--- src/rtl/ifu_pkg.sv ---
// ifu_pkg: shared types and constants for the instruction fetch unit.
// Contents: fetch FSM state enum, default reset PC, ebreak mask/match
// constants and a small ebreak decode helper.
package ifu_pkg;

  typedef enum logic [2:0] {
    IDLE  = 3'd0,
    FETCH = 3'd1,
    WAIT  = 3'd2,
    HOLD  = 3'd3,
    HALT  = 3'd4
  } ifu_state_e;

  localparam logic [31:0] RESET_PC_DEFAULT = 32'h8000_0000;

  // ebreak encoding, ignoring the don't-care fields of the SYSTEM opcode
  localparam logic [31:0] EBREAK_MASK  = 32'hFFF0_707F;
  localparam logic [31:0] EBREAK_MATCH = 32'h0010_0073;

  function automatic logic is_ebreak(input logic [31:0] word);
    return (word & EBREAK_MASK) == EBREAK_MATCH;
  endfunction

endpackage

--- src/rtl/ifu_pc_gen.sv ---
// ifu_pc_gen: next-PC selection for the fetch unit (redirect > pc+4 > hold).
// Ports: pc_i current PC, redirect_en_i/redirect_pc_i redirect request,
//        advance_i current instruction consumed, pc_next_o next-state PC.
// Purely combinational, zero latency; no flow control of its own.
module ifu_pc_gen (
  input  logic [31:0] pc_i,
  input  logic        redirect_en_i,
  input  logic [31:0] redirect_pc_i,
  input  logic        advance_i,
  output logic [31:0] pc_next_o
);

  // Fetch addresses are always word aligned; the low target bits are dropped.
  logic unused_redirect_lsbs;
  assign unused_redirect_lsbs = ^redirect_pc_i[1:0];

  always_comb begin
    pc_next_o = pc_i;
    if (redirect_en_i) begin
      pc_next_o = {redirect_pc_i[31:2], 2'b00};
    end else if (advance_i) begin
      // 32-bit add wraps naturally: FFFF_FFFC + 4 -> 0
      pc_next_o = pc_i + 32'd4;
    end
  end

endmodule

--- src/rtl/ifu_fetch.sv ---
// ifu_fetch: single-outstanding instruction fetch FSM with instruction hold register.
// Latency: request handshake N, response N+1, inst_valid N+2; decode stalls via inst_ready.
// Ports: imem_req_* request (valid/ready), imem_rsp_* response, inst_* to decode,
//        redirect_* from execute, pc current PC, halted ebreak stop indication.
// Optional feature macro IFU_EBREAK_HALT_EN: consuming an ebreak stops fetch in HALT
// until reset; when undefined, halted is tied low and HALT is never entered.
module ifu_fetch
  import ifu_pkg::*;
#(
  parameter logic [31:0] RESET_PC = RESET_PC_DEFAULT
) (
  input  logic        clk,
  input  logic        rst,
  output logic        imem_req_valid,
  input  logic        imem_req_ready,
  output logic [31:0] imem_req_addr,
  input  logic        imem_rsp_valid,
  input  logic [31:0] imem_rsp_data,
  output logic        inst_valid,
  input  logic        inst_ready,
  output logic [31:0] inst,
  output logic [31:0] pc,
  input  logic        redirect_valid,
  input  logic [31:0] redirect_pc,
  output logic        halted
);

  ifu_state_e  state_q, state_d;
  logic [31:0] pc_q, pc_d;
  logic [31:0] inst_q, inst_d;
  logic        drop_q, drop_d;

  logic        redirect_en;
  logic        consume;

  // IDLE and HALT ignore redirects; every other state steers the PC.
  assign redirect_en = redirect_valid && (state_q inside {FETCH, WAIT, HOLD});
  assign consume     = (state_q == HOLD) && inst_ready;

  ifu_pc_gen u_pc_gen (
    .pc_i          (pc_q),
    .redirect_en_i (redirect_en),
    .redirect_pc_i (redirect_pc),
    .advance_i     (consume),
    .pc_next_o     (pc_d)
  );

  always_comb begin
    state_d = state_q;
    drop_d  = drop_q;
    inst_d  = inst_q;
    case (state_q)
      IDLE: state_d = FETCH;
      FETCH: begin
        if (imem_req_ready) begin
          state_d = WAIT;
          // A redirect in the handshake cycle makes the in-flight word stale.
          drop_d  = redirect_valid;
        end
      end
      WAIT: begin
        if (redirect_valid) drop_d = 1'b1;
        if (imem_rsp_valid) begin
          drop_d = 1'b0;
          // A redirect landing in the same cycle as the response also kills it.
          if (drop_q || redirect_valid) begin
            state_d = FETCH;
          end else begin
            inst_d  = imem_rsp_data;
            state_d = HOLD;
          end
        end
      end
      HOLD: begin
        if (inst_ready || redirect_valid) state_d = FETCH;
`ifdef IFU_EBREAK_HALT_EN
        if (inst_ready && is_ebreak(inst_q)) state_d = HALT;
`endif
      end
      HALT:    state_d = HALT;
      default: state_d = IDLE;
    endcase
  end

  always_ff @(posedge clk) begin
    if (rst) begin
      state_q <= IDLE;
      pc_q    <= RESET_PC;
      inst_q  <= '0;
      drop_q  <= 1'b0;
    end else begin
      state_q <= state_d;
      pc_q    <= pc_d;
      inst_q  <= inst_d;
      drop_q  <= drop_d;
    end
  end

  // Control outputs decode registered state only.
  assign imem_req_valid = (state_q == FETCH);
  assign imem_req_addr  = pc_q;
  assign inst_valid     = (state_q == HOLD);
  assign inst           = inst_q;
  assign pc             = pc_q;
`ifdef IFU_EBREAK_HALT_EN
  assign halted         = (state_q == HALT);
`else
  assign halted         = 1'b0;
`endif

endmodule

--- config.mk ---
export PLATFORM = sky130hd
export DESIGN_NAME = ifu_fetch
export DESIGN_NICKNAME = d
export VERILOG_FILES = /design/src/rtl/ifu_pkg.sv /design/src/rtl/ifu_pc_gen.sv /design/src/rtl/ifu_fetch.sv
export SDC_FILE = /design/constraint.sdc
export NUM_CORES = 1
export LEC_CHECK = 0
export CAP_MARGIN = 20
export CORE_MARGIN = 3
export CORE_UTILIZATION = 23
export CTS_CLUSTER_SIZE = 8
export DETAILED_ROUTE_END_ITERATION = 8
export GPL_TIMING_DRIVEN = 0
export PLACE_DENSITY = 0.46
export SLEW_MARGIN = 20
export SYNTH_ARGS = -nofsm -noshare
export SYNTH_HDL_FRONTEND = slang
export SYNTH_HIERARCHICAL = 1
export SYNTH_SLANG_ARGS = --single-unit
--- constraint.sdc ---
create_clock -name clk -period 2.9 [get_ports clk]
set_input_delay 0.29 -clock clk [delete_from_list [all_inputs] [get_ports clk]]
set_output_delay 0.29 -clock clk [all_outputs]
set_load 0.01 [all_outputs]
Yosys cells after proc, flatten, opt, wreduce, memory -nomap -nowiden
Cells that the tools add are included.
W data, S select, Z words.
{"block": "word_totals", "regBits": 68, "input_bits": 70, "output_inout_bits": 99, "elab_cells": 38}
{"block": "op_classes", "addsub": 1, "eq_ne": 8, "muxes": 11, "bitwise_logic": 1, "n_reduce_logical": 12}
{"cell": "$mux W32", "count": 2}
{"cell": "$add A32 B3 Y32 const B", "count": 1}
{"cell": "$pmux W3 S5", "count": 1}
{"cell": "$mux W3", "count": 3}
{"cell": "$reduce_and A3 Y1", "count": 3}
{"cell": "$eq A3 B2 Y1 const B", "count": 2}
{"cell": "$ne A2 B1 Y1 const B", "count": 2}
{"cell": "$reduce_bool A2 Y1", "count": 2}
{"cell": "$eq A3 B1 Y1 const B", "count": 1}
{"cell": "$eq A3 B3 Y1 const B", "count": 1}
{"cell": "$logic_not A3 Y1", "count": 1}
{"cell": "$mux W1", "count": 3}
{"cell": "$ne A3 B3 Y1 const B", "count": 1}
{"cell": "$reduce_bool A3 Y1", "count": 1}
{"cell": "$logic_and A1 B1 Y1", "count": 2}
{"cell": "$logic_or A1 B1 Y1", "count": 2}
{"cell": "$mux W2", "count": 1}
{"cell": "$ne A2 B2 Y1 const B", "count": 1}
{"cell": "$pmux W1 S2", "count": 1}
{"cell": "$reduce_or A2 Y1", "count": 1}
{"cell": "$not A1 Y1", "count": 1}

Longest topological paths before layout
{"block": "depth", "word_depth": 4, "ltp_mapped": 10}

By module
The synthesis kept the hierarchy.
{"module": "ifu_fetch", "n_inst": 1, "cells_each": 272, "area_per_inst_um2": 2651.3}
{"module": "ifu_pc_gen", "n_inst": 1, "cells_each": 177, "area_per_inst_um2": 1048.5}

Worst setup path after synthesis
Ideal clock, no wire load.
{"block": "synth_timing", "path_kind": "register to register", "from": "reg state_q[1]", "to": "reg pc_q[22] (netlist: imem_req_addr[22])", "arrival_ns": 2.375, "required_time_ns": 2.834, "setup_slack_ns": 0.459, "stages_incl_launch_ff": 11, "path_cell_list": "dfxtp_1 -> buf_2 -> nand2_1 -> nor2_1 -> and2_1 -> nand4_1 -> or3_1 -> clkbuf_1 -> or4_1 -> a31oi_1 -> nor2b_1"}
{"block": "synth_via", "elab_cells_between_ends": 8, "cone_classes": "eq/ne (3); mux (1); reduce/logical (4)"}
{"element": "start, declared", "line_no": "ifu_fetch.sv:28", "text": "ifu_state_e state_q, state_d;"}
{"element": "start signal, assigned", "line_no": "ifu_fetch.sv:92", "text": "state_q <= state_d;"}
{"element": "$eq A3 B2 Y1"}
{"element": "net inst_valid", "line_no": "ifu_fetch.sv:19", "text": "output logic inst_valid,"}
{"element": "$logic_and A1 B1 Y1", "line_no": "ifu_fetch.sv:38", "text": "assign consume = (state_q == HOLD) && inst_ready;"}
{"element": "net consume", "line_no": "ifu_fetch.sv:34", "text": "logic consume;"}
{"element": "$reduce_bool A2 Y1 (no source line)"}
{"element": "end signal, assigned", "line_no": "ifu_fetch.sv:93", "text": "pc_q <= pc_d;"}
{"element": "end, declared", "line_no": "ifu_fetch.sv:29", "text": "logic [31:0] pc_q, pc_d;"}
The timed path passes the listed nets, and every way through them passes these cells.
A chain may end at the register's enable or synchronous reset.

Worst setup path in the final report
{"block": "layout_timing", "from": "reg state_q[1]", "to": "reg pc_q[22] (netlist: imem_req_addr[22])"}
{"block": "layout_via", "elab_cells_between_ends": 8, "cone_classes": "eq/ne (3); mux (1); reduce/logical (4)"}
{"element": "$eq A3 B2 Y1", "line_no": "ifu_fetch.sv:38"}
{"element": "$logic_and A1 B1 Y1", "line_no": "ifu_fetch.sv:38"}
{"element": "net consume", "line_no": "ifu_fetch.sv:34"}
{"element": "$reduce_bool A2 Y1 (no source line)"}
The timed path passes the listed nets, and every way through them passes these cells.

==> results.md <==
- Most frequent cells in the layout: clkdlybuf4s50_1, nand2_1, dfxtp_1
- Vias in the first global route: 3645
- Outcome: finished, final reports clean
- Synth Register Bits: 68
- Setup TNS: 0 ns
- Mapped Area: 0.00370 sq mm
- Cell taking the most area after synthesis: dfxtp_1
- Post-route insts no fill: 841
- Setup bufs post-CTS: 0
- Critical path class: register to register
- RSZ-0062 raised after global routing: false
- Max Clock Skew: 0.00479 ns
- Arr. time, crit path: 2.90 ns
- Slew Viols, Final: 0
- Post-synth top area share: 36.8%
- Worst setup path endpoint: imem_req_addr[22]
- # setup viols final: 0
- Crit path launch type: register
- Critical path required time: 3.17 ns
- Synth async-reset ratio: 0%
- Ant diodes: 0
- Ports: 169
- Maxcap violations: 0
- Routed Antenna Nets: 0
- R2R Setup Slk: 0.27 ns
- Starting Density: 23.9%
- Synth cell types: 44
- Later-pin clock latency in the skew report: 0.34 ns
- Die Width: 133 um
- Area Overhead vs Synth: 59.5%
- CTS resizes: 0
- TritonRoute pass-1 iters: 4
- I/O Buffers: 165
- HP Class: register to register
- Pwr dens: 447 mW/mm^2
- Fmax: 381 MHz
- Post-DR vias/cell: 4.39
- Internal: 1940 uW
- Total gr overflow: 0
- Die H: 133 um
- # nets final: 696
- Dpl hpwl: 9470 um
- Crit Path Max Fanout: 9
- Count of final hold-check violations: 0
- GP Congestion: 0.772
- Vias post-DR: 3694
- Clock network fraction of total power: 41.4%
- Final period util: 90.6%
- FP Rows: 45
- R2R Path End: imem_req_addr[22]
- Static Leak: 0.00206 uW
- Register area share after synthesis: 36.8%
- Ys flop type: dfxtp_1
- Net Sw Power: 692 uW
- Drt wl/cell: 15.0 um
- Number of synthesized flops with an enable pin: 0
- Gate power share: 19.1%
- Core Footprint: 0.0155 sq mm
- Die area: 0.0176 sq mm
- Cells after DPL: 825
- Number of CTS-inserted buffers: 9
- Worst flop-to-flop path startpoint: state_q[1]
- Initial antenna violation count: 0
- Relative slew slack: 63.2%
- Crit path from: state_q[1]
- Clk sink count: 68
- Synth warn: 6
- First-pass GRT wire length: 20100 um
- Share of layout cells above drive strength 1: 11.1%
- CP endpoint kind: register
- Syn nets: 520
- Period minus WS final: 2.63 ns
- Slew @ Worst Pin: 0.552 ns
- CTS max path bufs: 2
- Avg Inst Size Synth: 8.24 sq um
- Fill cells: 1569
- Synth top area cells: dfxtp_1, nand2_1, mux2i_1, buf_4, nor2b_1
- Flop pwr share: 39.5%
- Root Driver: clkbuf_16
- DRC viols: 0
- VDD IR max: 0.267 mV
- Hold buffer count at cts: 0
- Register-to-Register Path Depth: 10
- Switching part of the total: 26.2%
- TritonCTS clock tree: done
- Total GRT Usage: 14.3%
- Clock transition at the registers of the reported paths: 0.06 ns
- Initial DRC Count: 146
- DRT Wirelength: 12600 um
- Synth Instances: 449
- H-tree depth: 3
- Most common cell after layout, fill and taps aside: clkdlybuf4s50_1
- Largest net degree at the start of global routing: 12
synthesized netlist by cell type, types with 2 or more instances:
cell type,number
buf_4,33
or4_2,3
clkbuf_1,17
o211ai_1,5
nand3_2,2
nor4_1,4
buf_6,5
nor3b_1,2
a31oi_1,12
dfxtp_1,68
nor2_1,19
inv_1,8
nand2_1,95
and3_1,2
xor2_1,5
and2_1,2
mux2i_1,33
or4_1,15
nand4_1,6
or2_2,3
o21ai_0,16
o31ai_1,10
or4_4,2
buf_2,5
xnor2_1,7
nand3_1,14
nor2b_1,36
o41ai_1,2
or3_1,3
sequential cells by signal, indices dropped and copies added (netlist names):
signal         flops
inst              32
state_q            3
drop_q             1
imem_req_addr     32
logic make-up (layout without fill, tap and decap cells):
kind of cell | Yosys count | in the layout | share of synthesized area, %
AND/OR/NAND/NOR | 217 | 217 | 31.0
flip-flops | 68 | 68 | 36.8
buffers and inverters | 68 | 249 | 11.4
AO/OA/AOI/OAI | 49 | 49 | 8.59
multiplexers | 33 | 33 | 8.93
XOR/XNOR | 12 | 12 | 2.84
adder cells (fa/ha/maj) | 1 | 1 | 0.338
other | 1 | 1 | 0.101
through the flow:
stage	hold WS [ns]	setup slack (ns)	instance area (sq um)	power [uW]	util, %
4_1_cts	0.459	0.215	5900	2680	38.1
3_3_place_gp	0.441	0.136	5620	1570	36.3
2_1_floorplan	0.362	0.459	3700	1270	-
6_report	0.458	0.273	5900	2640	38.1
3_5_place_dp	0.446	0.125	5620	1570	36.3
5_1_grt	0.474	0.00264	5900	2760	38.1
critical path, stage by stage (launching register included):
cell and delay [ns]:
dfxtp_1 0.30, buf_2 0.19, nand2_1 0.07, nor2_1 0.11, and2_1 0.28, nand4_1 0.19, or3_1 0.40, clkbuf_1 0.22
or4_1 0.51, a31oi_1 0.16, nor2b_1 0.13
power by group through the flow:
stage | Clock (uW) | Combinational (uW) | Sequential [uW]
3_3_place_gp | 0 | 507 | 1060
6_report | 1090 | 503 | 1040
3_5_place_dp | 0 | 508 | 1060
5_1_grt | 1160 | 550 | 1050
4_1_cts | 1130 | 511 | 1040
2_1_floorplan | 0 | 215 | 1060
layout make-up:
class | count | area, sq um | share of cell area, %
Sequential cell | 68 | 1360 | 23.1
Inverter | 8 | 30.0 | 0.509
Multi-Input combinational cell | 313 | 1920 | 32.5
Clock inverter | 5 | 52.6 | 0.891
Clock buffer | 11 | 233 | 3.94
Tap cell | 211 | 264 | 4.47
Timing Repair Buffer | 165 | 1650 | 28.0
Buffer | 60 | 393 | 6.66
how the worst min path moves through the flow:
stage | start | endpoint | slack [ns] | cells after the start
2_1_floorplan | rst | imem_req_addr[4] | 0.36 | 1
3_3_place_gp | inst[20] | inst[20] | 0.44 | 2
3_5_place_dp | inst[25] | inst[25] | 0.45 | 2
4_1_cts | inst[28] | inst[28] | 0.46 | 2
5_1_grt | inst[26] | inst[26] | 0.47 | 2
6_report | inst[9] | inst[9] | 0.46 | 2
metal layers:
metal,track usage (%),vias to the layer above,part of all wire (%)
li1,-,1862,-
met4,4.50,0,1.3
met3,5.48,12,9.2
met2,22.3,133,44
met1,18.2,1687,46
met5,0,-,0
Note: power is estimated with default switching activity, not from simulation.
